## src/rtl/com_bus_arbiter_if.sv

```systemverilog
// com_bus_arbiter_if: common-bus request/grant bundle between requesters and the arbiter.
//   Requests: Com_Bus_Req_proc[7:0] (0-3 DL cores, 4-7 IL cores), Com_Bus_Req_snoop[3:0], Mem_snoop_req.
//   Grants:   Com_Bus_Gnt_proc[7:0], Com_Bus_Gnt_snoop[3:0], Mem_snoop_gnt, plus Bus_busy and Gnt_timeout.
//   master = requester side, slave = arbiter side.
interface com_bus_arbiter_if;
    logic [7:0] Com_Bus_Req_proc;
    logic [3:0] Com_Bus_Req_snoop;
    logic       Mem_snoop_req;
    logic [7:0] Com_Bus_Gnt_proc;
    logic [3:0] Com_Bus_Gnt_snoop;
    logic       Mem_snoop_gnt;
    logic       Bus_busy;
    logic       Gnt_timeout;
    modport master (
        output Com_Bus_Req_proc, Com_Bus_Req_snoop, Mem_snoop_req,
        input  Com_Bus_Gnt_proc, Com_Bus_Gnt_snoop, Mem_snoop_gnt, Bus_busy, Gnt_timeout
    );
    modport slave (
        input  Com_Bus_Req_proc, Com_Bus_Req_snoop, Mem_snoop_req,
        output Com_Bus_Gnt_proc, Com_Bus_Gnt_snoop, Mem_snoop_gnt, Bus_busy, Gnt_timeout
    );
endinterface

```

## src/rtl/com_bus_arbiter.sv

```systemverilog
// com_bus_arbiter: common-bus arbiter, memory > snoop (fixed, lowest index) > proc (round-robin), non-preemptive.
//   clk  : system clock, rising edge
//   RST  : asynchronous active-high reset
//   bus  : com_bus_arbiter_if.slave (requests in, registered grants/Bus_busy/Gnt_timeout out)
module com_bus_arbiter (
    input  logic              clk,
    input  logic              RST,
    com_bus_arbiter_if.slave  bus
);
    typedef enum logic [1:0] {IDLE, GNT_MEM, GNT_SNOOP, GNT_PROC} state_t;
    state_t     state_q;
    logic [2:0] rr_ptr_q;
    logic [2:0] idx_q;
    logic [7:0] gnt_proc_q;
    logic [3:0] gnt_snoop_q;
    logic       gnt_mem_q;
    logic       busy_q;
    logic       timeout_q;
    logic [7:0] hold_cnt_q;
    logic [7:0] hold_cnt_d;
    logic [1:0] snoop_idx;
    logic [2:0] proc_idx;
    logic       hold_req;
    // Scan downwards so the lowest index (snoop) / nearest offset from rr_ptr (proc) is assigned last and wins.
    always_comb begin
        snoop_idx = 2'd0;
        for (int k = 3; k >= 0; k--)
            if (bus.Com_Bus_Req_snoop[k]) snoop_idx = 2'(k);
        proc_idx = rr_ptr_q;
        for (int k = 7; k >= 0; k--)
            if (bus.Com_Bus_Req_proc[3'(rr_ptr_q + 3'(k))]) proc_idx = 3'(rr_ptr_q + 3'(k));
        hold_req = state_q == GNT_MEM   ? bus.Mem_snoop_req :
                   state_q == GNT_SNOOP ? bus.Com_Bus_Req_snoop[idx_q[1:0]] :
                   state_q == GNT_PROC  ? bus.Com_Bus_Req_proc[idx_q] : 1'b0;
        hold_cnt_d = hold_cnt_q + 8'(hold_cnt_q != 8'hff);
    end
    always_ff @(posedge clk or posedge RST) begin
        if (RST) begin
            state_q     <= IDLE;
            rr_ptr_q    <= '0;
            idx_q       <= '0;
            gnt_proc_q  <= '0;
            gnt_snoop_q <= '0;
            gnt_mem_q   <= 1'b0;
            busy_q      <= 1'b0;
            timeout_q   <= 1'b0;
            hold_cnt_q  <= '0;
        end else if (state_q == IDLE) begin
            hold_cnt_q <= '0;
            if (bus.Mem_snoop_req) begin
                state_q   <= GNT_MEM;
                gnt_mem_q <= 1'b1;
                busy_q    <= 1'b1;
            end else if (|bus.Com_Bus_Req_snoop) begin
                state_q     <= GNT_SNOOP;
                idx_q       <= {1'b0, snoop_idx};
                gnt_snoop_q <= 4'b0001 << snoop_idx;
                busy_q      <= 1'b1;
            end else if (|bus.Com_Bus_Req_proc) begin
                state_q    <= GNT_PROC;
                idx_q      <= proc_idx;
                gnt_proc_q <= 8'b0000_0001 << proc_idx;
                rr_ptr_q   <= proc_idx + 3'd1;
                busy_q     <= 1'b1;
            end
        end else if (hold_req) begin
            hold_cnt_q <= hold_cnt_d;
            // hold_cnt reaches 255 on this edge when it was 254; sticky until reset
            timeout_q  <= timeout_q | (hold_cnt_q >= 8'd254);
        end else begin
            state_q     <= IDLE;
            gnt_proc_q  <= '0;
            gnt_snoop_q <= '0;
            gnt_mem_q   <= 1'b0;
            busy_q      <= 1'b0;
        end
    end
    assign bus.Com_Bus_Gnt_proc  = gnt_proc_q;
    assign bus.Com_Bus_Gnt_snoop = gnt_snoop_q;
    assign bus.Mem_snoop_gnt     = gnt_mem_q;
    assign bus.Bus_busy          = busy_q;
    assign bus.Gnt_timeout       = timeout_q;
endmodule
```

## src/flat_wrapper.sv

```systemverilog
// flat-port wrapper written by rule: the top's interface ports become plain ports
module com_bus_arbiter_flat 
  (clk, RST, bus_Com_Bus_Req_proc, bus_Com_Bus_Req_snoop, bus_Mem_snoop_req, bus_Com_Bus_Gnt_proc, bus_Com_Bus_Gnt_snoop, bus_Mem_snoop_gnt, bus_Bus_busy, bus_Gnt_timeout);
  com_bus_arbiter_if bus_i ();
  input  logic clk;
  input  logic RST;
  input wire logic [$bits(bus_i.Com_Bus_Req_proc)-1:0] bus_Com_Bus_Req_proc;
  input wire logic [$bits(bus_i.Com_Bus_Req_snoop)-1:0] bus_Com_Bus_Req_snoop;
  input wire logic [$bits(bus_i.Mem_snoop_req)-1:0] bus_Mem_snoop_req;
  output wire logic [$bits(bus_i.Com_Bus_Gnt_proc)-1:0] bus_Com_Bus_Gnt_proc;
  output wire logic [$bits(bus_i.Com_Bus_Gnt_snoop)-1:0] bus_Com_Bus_Gnt_snoop;
  output wire logic [$bits(bus_i.Mem_snoop_gnt)-1:0] bus_Mem_snoop_gnt;
  output wire logic [$bits(bus_i.Bus_busy)-1:0] bus_Bus_busy;
  output wire logic [$bits(bus_i.Gnt_timeout)-1:0] bus_Gnt_timeout;
  assign bus_i.Com_Bus_Req_proc = bus_Com_Bus_Req_proc;
  assign bus_i.Com_Bus_Req_snoop = bus_Com_Bus_Req_snoop;
  assign bus_i.Mem_snoop_req = bus_Mem_snoop_req;
  assign bus_Com_Bus_Gnt_proc = bus_i.Com_Bus_Gnt_proc;
  assign bus_Com_Bus_Gnt_snoop = bus_i.Com_Bus_Gnt_snoop;
  assign bus_Mem_snoop_gnt = bus_i.Mem_snoop_gnt;
  assign bus_Bus_busy = bus_i.Bus_busy;
  assign bus_Gnt_timeout = bus_i.Gnt_timeout;
  com_bus_arbiter u_core (.clk(clk), .RST(RST), .bus(bus_i));
endmodule
```

## config.mk

```make
export PLATFORM = sky130hd
export DESIGN_NAME = com_bus_arbiter_flat
export DESIGN_NICKNAME = d
export VERILOG_FILES = /design/src/rtl/com_bus_arbiter_if.sv /design/src/rtl/com_bus_arbiter.sv /design/src/flat_wrapper.sv
export SDC_FILE = /design/constraint.sdc
export NUM_CORES = 1
export LEC_CHECK = 0
export ABC_AREA = 0
export BUFFER_PORTS_ARGS = -buffer_cell sky130_fd_sc_hd__buf_2
export CAP_MARGIN = 20
export CORE_UTILIZATION = 55
export CTS_CLUSTER_DIAMETER = 30
export DETAILED_ROUTE_END_ITERATION = 16
export PLACE_DENSITY = 0.86
export SKIP_LAST_GASP = 1
export SYNTH_ARGS = -nofsm -noshare
export SYNTH_HDL_FRONTEND = slang
export SYNTH_SLANG_ARGS = --single-unit
```

## constraint.sdc

```tcl
create_clock -name clk -period 4.1 [get_ports clk]
set_input_delay 0.41 -clock clk [delete_from_list [all_inputs] [get_ports clk]]
set_output_delay 0.41 -clock clk [all_outputs]
set_load 0.005 [all_outputs]
```

# ---- Word level (Yosys, flattened, before mapping)
# Index checks and enable logic that the tools add are counted.
dict set report word_totals {
  latchBits 0
  mem_bits_rw 0
  rom_bits 0
  n_memories 0
  regBits 31
}
dict set report classes {
  n_shift 2
  reduce_logical 12
  n_eq_ne 11
  n_addsub 9
  muxes 60
  n_bitwise 4
  n_mul 0
  n_div 0
  order_cmp 11
}
# operator n
set ops {}
lappend ops {{8-bit two-way mux} 7}
lappend ops {{3-bit by 4-bit < comparator with 1-bit output (second input constant)} 9}
lappend ops {{3-bit two-way mux} 10}
lappend ops {{1-bit binary-select mux with 3-bit select} 9}
lappend ops {{1-bit two-way mux} 20}
lappend ops {{2-bit two-way mux} 9}
lappend ops {{4-bit two-way mux} 4}
lappend ops {{3-bit adder (second input constant)} 4}
lappend ops {{2-bit != test (second input constant)} 6}
lappend ops {{8-bit by 1-bit adder with 8-bit output} 1}
lappend ops {{8-bit greater-or-equal comparator (second input constant)} 1}
lappend ops {{8-bit != test (second input constant)} 1}
lappend ops {{4-bit AND reduction} 2}
lappend ops {{8-bit OR reduction} 1}
lappend ops {{1-bit by 3-bit left shift with 8-bit output (first input constant)} 1}
lappend ops {{3-bit by 1-bit adder with 3-bit output (second input constant)} 2}
lappend ops {{3-bit by 2-bit adder with 3-bit output (second input constant)} 2}
lappend ops {{2-bit AND reduction} 3}
lappend ops {{3-bit AND reduction} 2}
lappend ops {{2-bit equality test (second input constant)} 2}
lappend ops {{4-bit != test (second input constant)} 1}
lappend ops {{2-bit nonzero test} 2}
lappend ops {{4-bit OR reduction} 1}
lappend ops {{1-bit by 2-bit left shift with 4-bit output (first input constant)} 1}
lappend ops {{6 further kinds} 8}

# ---- Depth between registers and ports, before layout
# Gate-level depths: netlist (run 1).
dict set report logic_depth {
  ltp_word 16
  ltp_mapped 15
  ltp_nobuf 12
}

# ---- Worst setup path after synthesis (run 1)
# No wires, ideal clock.
dict set report synth_path {
  path_type {register to register}
  start {reg u_core.rr_ptr_q[0]}
  end {reg u_core.rr_ptr_q[2]}
  t_arrival_ns 3.184
  setup_slack_ns 0.782
  stages_incl_launch_ff 16
  period_less_slack_ns 3.318
  n_path_buf 3
  setup_time_ns 0.133
  path_cell_list {dfrtp_1 -> buf_6 -> buf_6 -> inv_1 -> ha_1 -> clkbuf_1 -> mux4_2 -> and2_0 -> a2111oi_0 -> a21oi_1 -> a221oi_1 -> o221a_4 -> nor2_1 -> ha_1 -> nand2_1 -> o21ai_0}
}
dict set report synth_via {
  elab_chain_len 12
  elab_cells_between_ends 32
  classes_between {add/sub: 8; mux: 24}
}
# element line_no
set synth_rtl {}
lappend synth_rtl {{from (decl)} com_bus_arbiter.sv:12} ;# logic [2:0] rr_ptr_q;
lappend synth_rtl {{from (signal assigned)} com_bus_arbiter.sv:63} ;# rr_ptr_q <= proc_idx + 3'd1;
lappend synth_rtl {{3-bit adder} com_bus_arbiter.sv:31} ;# if (bus.Com_Bus_Req_proc[3'(rr_ptr_q + 3'(k))]) proc_idx = 3'(rr_ptr_q + 3'(k));
lappend synth_rtl {{1-bit binary-select mux with 3-bit select} com_bus_arbiter.sv:31}
lappend synth_rtl {{1-bit two-way mux (not written as such)} com_bus_arbiter.sv:31}
lappend synth_rtl {{3-bit two-way mux (7 in a row)} com_bus_arbiter.sv:31}
lappend synth_rtl {{3-bit two-way mux (*)} com_bus_arbiter.sv:31}
lappend synth_rtl {{3-bit by 1-bit adder with 3-bit output (*)} com_bus_arbiter.sv:63}
# Every way passes the cells marked *; elsewhere a longest branch is shown, timed or not. The select of a mux whose other input is x is not followed.
# A chain may end at the register's enable or synchronous reset.

# ---- Worst setup path after layout (run 1)
dict set report layout_path {
  start {reg u_core.rr_ptr_q[1]}
  end {reg u_core.rr_ptr_q[2]}
}
# Same word-level chain as after synthesis.

==> impl_metrics.py, run 1 <==
metrics = {
    "floorplanning": {
        "die_w_um": 68.7,
        "start_util": 0.590,
        "die_y_um": 68.7,
        "die-area_um2": 4720,
        "io_pins": 30,
        "core_area_um2": 4140,
        "rows": 23,
    },
    "cells_and_area": {
        "diodes": 0,
        "drive_gt1_frac": 0.227,
        "stdcell_area_um2": 2740,
        "final_nets": 314,
        "syn_to_final_growth_pct": 12.1,
    },
    "drt": {
        "initialDrtViolationCount": 223,
        "num_vias": 2202,
        "avgRoutedWirePerCell_um": 16.6,
        "ant_nets": 0,
        "routed_via_density": 6.38,
        "routed_wl_um": 5730,
        "firstDrtPassIters": 5,
        "drc": 0,
    },
    "global_routing": {
        "grt_pass1_wl_um": 9620,
        "overflow": 0,
        "antenna_found_initial": 0,
        "grt_max_degree": 32,
        "grt_pass1_vias": 2057,
        "grt_usage": 0.276,
    },
    "synthesis": {
        "syn_area_per_cell_um2": 9.26,
        "synth_area_um2": 2440,
        "synth_area_leaders": "dfrtp_1, mux4_2, nand2_1",
        "synth_edf_count": 0,
        "synth.most_common_cell": "nand2_1",
        "yosysTopAreaCell": "dfrtp_1",
        "async_flop_share": 1.00,
        "yosys_register_bits": 31,
        "netlist_top_cells_count": "nand2_1, dfrtp_1, nor2_1",
        "yosysSeqAreaShare": 0.317,
        "syn_inst": 264,
        "synth_top_area_frac": 0.317,
        "syn_nets": 284,
        "yosys_most_used_dff": "dfrtp_1",
        "yosysUniqueCellTypes": 52,
        "yosys_warnings": 0,
    },
    "clock_tree": {
        "clkLatencyLatePin_ns": 0.28,
        "ctsHoldBuffers": 0,
        "cts_tree": "done",
        "cts_resized": 0,
        "h-tree-depth": 2,
        "numCtsBuffers": 5,
        "clk_path_buf_depth": 2,
        "post_cts_buffers": 0,
        "clkSinkCount": 31,
        "cts.reportedPaths.clkPinSlew_ns": 0.06,
        "clock-root-buffer": "clkbuf_8",
    },
    "worst_setup_path": {
        "ff2ff_path_depth": 12,
        "critical_path_depth": 12,
        "slowest_stage": "a2111oi_0",
        "crit_path_end_kind": "flip-flop",
        "worstSetupStartpointType": "flip-flop",
        "path_max_fanout": 9,
        "crit_buf_inv": 2,
        "cp_top_family": "compound AO/OA/AOI/OAI gates",
        "cp.required_ns": 4.25,
        "critPathMaxStageDelay_ns": 0.41,
        "arrival_ns": 3.37,
        "path_cells": "inv_1 -> ha_1 -> inv_1 -> mux2_2 -> a2111oi_0 -> a21oi_1 -> a221oi_1 -> o221a_4 -> nor2_1 -> ha_1 -> nand2_1 -> o21ai_0",
        "critPathKind": "flip-flop to flip-flop",
    },
    "placement": {
        "post_dp_cell_area_um2": 2620,
        "pre_cts_ws_ns": 0.902,
        "hpwlAfterDp_um": 4110,
        "gp_congestion": 0.934,
        "port_buffers": 29,
    },
    "worst_hold_path": {
        "hp-class": "primary input to async pin",
    },
    "timing": {
        "min_period_ns": 3.22,
        "fin_tns_setup_ns": 0,
        "setup_viol": 0,
        "grt_setup_unrepaired": "false",
        "hold_viol": 0,
        "setup_ws_ns": 0.875,
        "fmax_mhz": 310,
        "relSlewSlack": 0.504,
        "finalCritPeriodShare": 0.787,
        "skew_ns": 0.00344,
        "drv_slew": 0,
        "tightest_slew_ns": 0.742,
    },
    "run_status": {
        "status": "finished, final reports clean",
    },
    "power_and_ir_drop": {
        "max-vdd-ir-drop_mv": 0.390,
        "powerDensity_nw_per_um2": 857,
        "total_power_uw": 2350,
        "p_leak_uw": 0.00121,
    },
    "job": {
        "maxCapViolations": 0,
    },
}
## path summary, 6_finish.rpt
check                      slack, ns                         endpoint                      from
setup / recovery                0.88               u_core.rr_ptr_q[2]        u_core.rr_ptr_q[1]
hold / removal                  0.20             u_core.hold_cnt_q[5]                       RST
setup reg to reg                0.88               u_core.rr_ptr_q[2]        u_core.rr_ptr_q[1]
hold reg to reg                 0.47           u_core.bus.Gnt_timeout    u_core.bus.Gnt_timeout
max in group asynchronous       3.62                  u_core.idx_q[0]                       RST
min in group clk                0.39  u_core.bus.Com_Bus_Gnt_snoop[3]  bus_Com_Bus_Req_snoop[2]
## final cells by class
type / instances / area (um2)
repair buffers: 32 / 168
fillers: 343 / 1400
well taps: 50 / 62.6
flip-flops and latches: 31 / 776
clock inverters: 2 / 35.0
inverters: 12 / 45.0
clock buffers: 6 / 82.6
multi-input cells: 212 / 1570
## sequential cells by signal (all words and copies together) (netlist names)
signal / count
u_core.bus.Gnt_timeout: 1
u_core.state_q: 2
u_core.bus.Bus_busy: 1
u_core.idx_q: 3
u_core.rr_ptr_q: 3
u_core.bus.Com_Bus_Gnt_snoop: 4
u_core.bus.Com_Bus_Gnt_proc: 8
u_core.hold_cnt_q: 8
u_core.bus.Mem_snoop_gnt: 1
## worst register-to-register path: stages, from the launching register on
cell	delay [ns]
dfrtp_1	0.37
inv_1	0.18
ha_1	0.39
inv_1	0.20
mux2_2	0.39
a2111oi_0	0.41
a21oi_1	0.09
a221oi_1	0.29
o221a_4	0.30
nor2_1	0.07
ha_1	0.28
nand2_1	0.05
o21ai_0	0.08
## per-stage QoR
step,hold slack [ns],utilization,std cells
CTS,0.206,0.662,345
finish,0.196,0.662,345
global placement,0.439,0.633,337
global route,0.252,0.662,345
floorplan,0.451,-,264
detailed placement,0.450,0.633,337
## cells in the final DEF, fill, tap and decap left out, drive strengths merged, types with 8 or more instances in the layout
master  synthesis  final
and2            9      9
inv            11     11
dfrtp          31     31
buf             4     32
mux4           12     12
a21oi          15     15
nor2           20     20
mux2            8      8
nand2          37     37
o21ai          18     18
mux2i           9      9
nand3          12     12
## power breakdown
group / internal (uW) / switching (uW) / total [uW] / leakage, uW
Combinational: 672 / 909 / 1580 / 0.000736
Sequential: 372 / 84.3 / 456 / 0.000414
Clock: 196 / 114 / 310 / 0.0000612
## routing by layer
metal	global-route usage	wire length, um
met1	0.410	2670
met2	0.400	2580
met3	0.0576	421
met4	0.0885	54
met5	0	0
## logic make-up after synthesis
family          synth area share
fa+ha+maj                 0.0256
xor+xnor                  0.0215
compound gates             0.198
flops                      0.317
buf+inv                   0.0394
mux                        0.196
simple gates               0.202
Note: power is estimated with default switching activity, not from simulation.
==> run 2, diff against run 1 <==
Settings changed: ABC_AREA 0 to 1, PLACE_DENSITY 0.86 to 0.87.
Clock period 4.1 ns to 3.17 ns, I/O delays scaled along.
==> run 2 against run 1 <==
Net effect: global-route usage is 0.16 points higher; clock-buffer cell count is the same; first-iteration DRC count fell by 43%; sequential share of layout area rose by 1.8 points; cell count rose by 19%.
==> impl_metrics.py, run 2 <==
metrics = {
    "clock_tree": {
        "cts.reportedPaths.clkPinSlew_ns": 0.07,
        "h-tree-depth": 2,
        "clk_path_buf_depth": 2,
        "clock-root-buffer": "clkbuf_8",
        "clkLatencyLatePin_ns": 0.28,
        "numCtsBuffers": 5,
        "post_cts_buffers": 0,
        "cts_resized": 0,
        "cts_tree": "done",
        "ctsHoldBuffers": 0,
        "clkSinkCount": 31,
    },
    "worst_hold_path": {
        "hp-class": "primary input to async pin",
    },
    "drt": {
        "firstDrtPassIters": 4,
        "drc": 0,
        "routed_wl_um": 5290,
        "num_vias": 2188,
        "avgRoutedWirePerCell_um": 12.9,
        "routed_via_density": 5.35,
        "ant_nets": 0,
        "initialDrtViolationCount": 128,
    },
    "global_routing": {
        "grt_max_degree": 32,
        "grt_usage": 0.278,
        "overflow": 0,
        "antenna_found_initial": 0,
        "grt_pass1_vias": 2093,
        "grt_pass1_wl_um": 9160,
    },
    "worst_setup_path": {
        "path_max_fanout": 12,
        "ff2ff_path_depth": 19,
        "timing.rr.start": "u_core.rr_ptr_q[0]",
        "r2r-end": "u_core.rr_ptr_q[2]",
        "crit_path_end_kind": "flip-flop",
        "cp.required_ns": 3.32,
        "critPathKind": "flip-flop to flip-flop",
        "r2r_slack_ns": 0.30,
        "arrival_ns": 3.02,
        "worstSetupStartpointType": "flip-flop",
    },
    "power_and_ir_drop": {
        "max-vdd-ir-drop_mv": 0.642,
        "p_leak_uw": 0.00139,
        "power.switching_uw": 1610,
        "swShare": 0.530,
        "seq_power_share": 0.202,
        "internal_power_uw": 1430,
        "clockPowerShare": 0.132,
        "total_power_uw": 3040,
        "powerDensity_nw_per_um2": 1180,
        "p_comb_frac": 0.666,
    },
    "synthesis": {
        "synth.most_common_cell": "nand2_1",
        "synth_area_um2": 2270,
        "yosys_most_used_dff": "dfrtp_1",
        "syn_inst": 325,
        "yosysSeqAreaShare": 0.342,
        "synth_area_leaders": "dfrtp_1, nand2_1, nand3_1",
        "async_flop_share": 1.00,
        "synth_edf_count": 0,
        "yosys_warnings": 0,
        "syn_area_per_cell_um2": 6.98,
        "yosysUniqueCellTypes": 34,
        "synth_top_area_frac": 0.342,
        "netlist_top_cells_count": "nand2_1, inv_1, nand3_1",
        "yosysTopAreaCell": "dfrtp_1",
        "syn_nets": 345,
        "yosys_register_bits": 31,
    },
    "cells_and_area": {
        "multi_input_area_um2": 1260,
        "diodes": 0,
        "final_common_cell": "nand2_1",
        "postLayoutCoreUtil": 0.678,
        "final_cell_mix": "nand2_1, inv_1, nand3_1",
        "fillers": 325,
        "drive_gt1_frac": 0.208,
        "final_nets": 380,
        "regArea_um2": 776,
        "stdcell_area_um2": 2570,
        "syn_to_final_growth_pct": 13.4,
    },
    "job": {
        "maxCapViolations": 0,
    },
    "placement": {
        "gp_congestion": 0.883,
        "hpwlAfterDp_um": 4070,
        "port_buffers": 29,
        "post_dp_cell_area_um2": 2460,
    },
    "floorplanning": {
        "die_y_um": 66.2,
        "die_w_um": 66.2,
        "start_util": 0.597,
        "die-area_um2": 4390,
        "rows": 22,
        "core_area_um2": 3800,
        "io_pins": 30,
    },
    "run_status": {
        "status": "finished, final reports clean",
    },
    "timing": {
        "drv_slew": 0,
        "tightest_slew_ns": 0.478,
        "skew_ns": 0.00469,
        "setup_viol": 0,
        "fin_tns_setup_ns": 0,
        "finalCritPeriodShare": 0.906,
        "fmax_mhz": 348,
        "grt_setup_unrepaired": "false",
        "hold_viol": 0,
        "min_period_ns": 2.87,
        "relSlewSlack": 0.682,
    },
}
==> run 2: kinds of logic (layout without fill, tap and decap cells) <==
family | count (synthesis) | count (layout) | synth area share
DFF | 31 | 31 | 0.342
xor gates and xnor gates | 2 | 2 | 0.0160
adders and majority gates | 5 | 5 | 0.0276
buffers and inverters | 53 | 89 | 0.101
AOI/OAI and AO/OA | 48 | 48 | 0.130
and+or+nand+nor | 186 | 186 | 0.384
==> run 2: power by group through the flow <==
stage                     Sequential, uW  Combinational [uW]  Clock (uW)
final                                614                2020         401
after detailed placement             618                2000           0
after global placement               611                1960           0
after CTS                            612                2010         406
after global routing                 629                2290         422
after floorplan                      567                1670           0
==> run 2: layout make-up <==
class,instances,area share
multi-input combinational,241,0.491
timing repair buffer,31,0.0622
sequential,31,0.301
tap,48,0.0233
clock buffer,6,0.0321
inverter,50,0.0758
clock inverter,2,0.0136
==> run 2: layer usage <==
layer / part of all wire / track usage
met1: 0.45 / 0.327
met2: 0.51 / 0.513
met3: 0.030 / 0.0397
met4: 0.018 / 0.0878
met5: 0 / 0
==> run 2: worst max-delay path by stage <==
stage	start	to	slack, ns	cells past startpoint
5_1_grt	u_core.rr_ptr_q[0]	u_core.rr_ptr_q[2]	0.002	20
3_5_place_dp	u_core.rr_ptr_q[0]	u_core.rr_ptr_q[2]	0.33	20
6_report	u_core.rr_ptr_q[0]	u_core.rr_ptr_q[2]	0.30	19
2_1_floorplan	u_core.rr_ptr_q[1]	u_core.rr_ptr_q[2]	0.80	20
3_3_place_gp	u_core.rr_ptr_q[0]	u_core.rr_ptr_q[2]	0.38	19
4_1_cts	u_core.rr_ptr_q[0]	u_core.rr_ptr_q[2]	0.31	20
==> run 2: through the flow <==
step                hold WS (ns)  instances  setup WS, ns
floorplan                  0.421        325         0.801
detailed placement         0.422        401         0.330
finish                     0.110        409         0.299
global route               0.164        409       0.00232
global placement           0.404        401         0.376
CTS                        0.123        409         0.314
==> run 2: critical path, cell delays in order, from the launching register on <==
cell	delay (ns)
dfrtp_1	0.57
inv_2	0.17
ha_1	0.42
inv_2	0.15
nand3_1	0.12
nand3_1	0.13
nand2_1	0.10
a21oi_1	0.12
nand2_1	0.06
nand2_1	0.06
nand2_1	0.04
nand2_1	0.06
nand2_2	0.07
nand2_2	0.08
nand2_4	0.07
nand2_2	0.08
inv_1	0.04
ha_1	0.26
nand2_1	0.06
o21ai_0	0.06
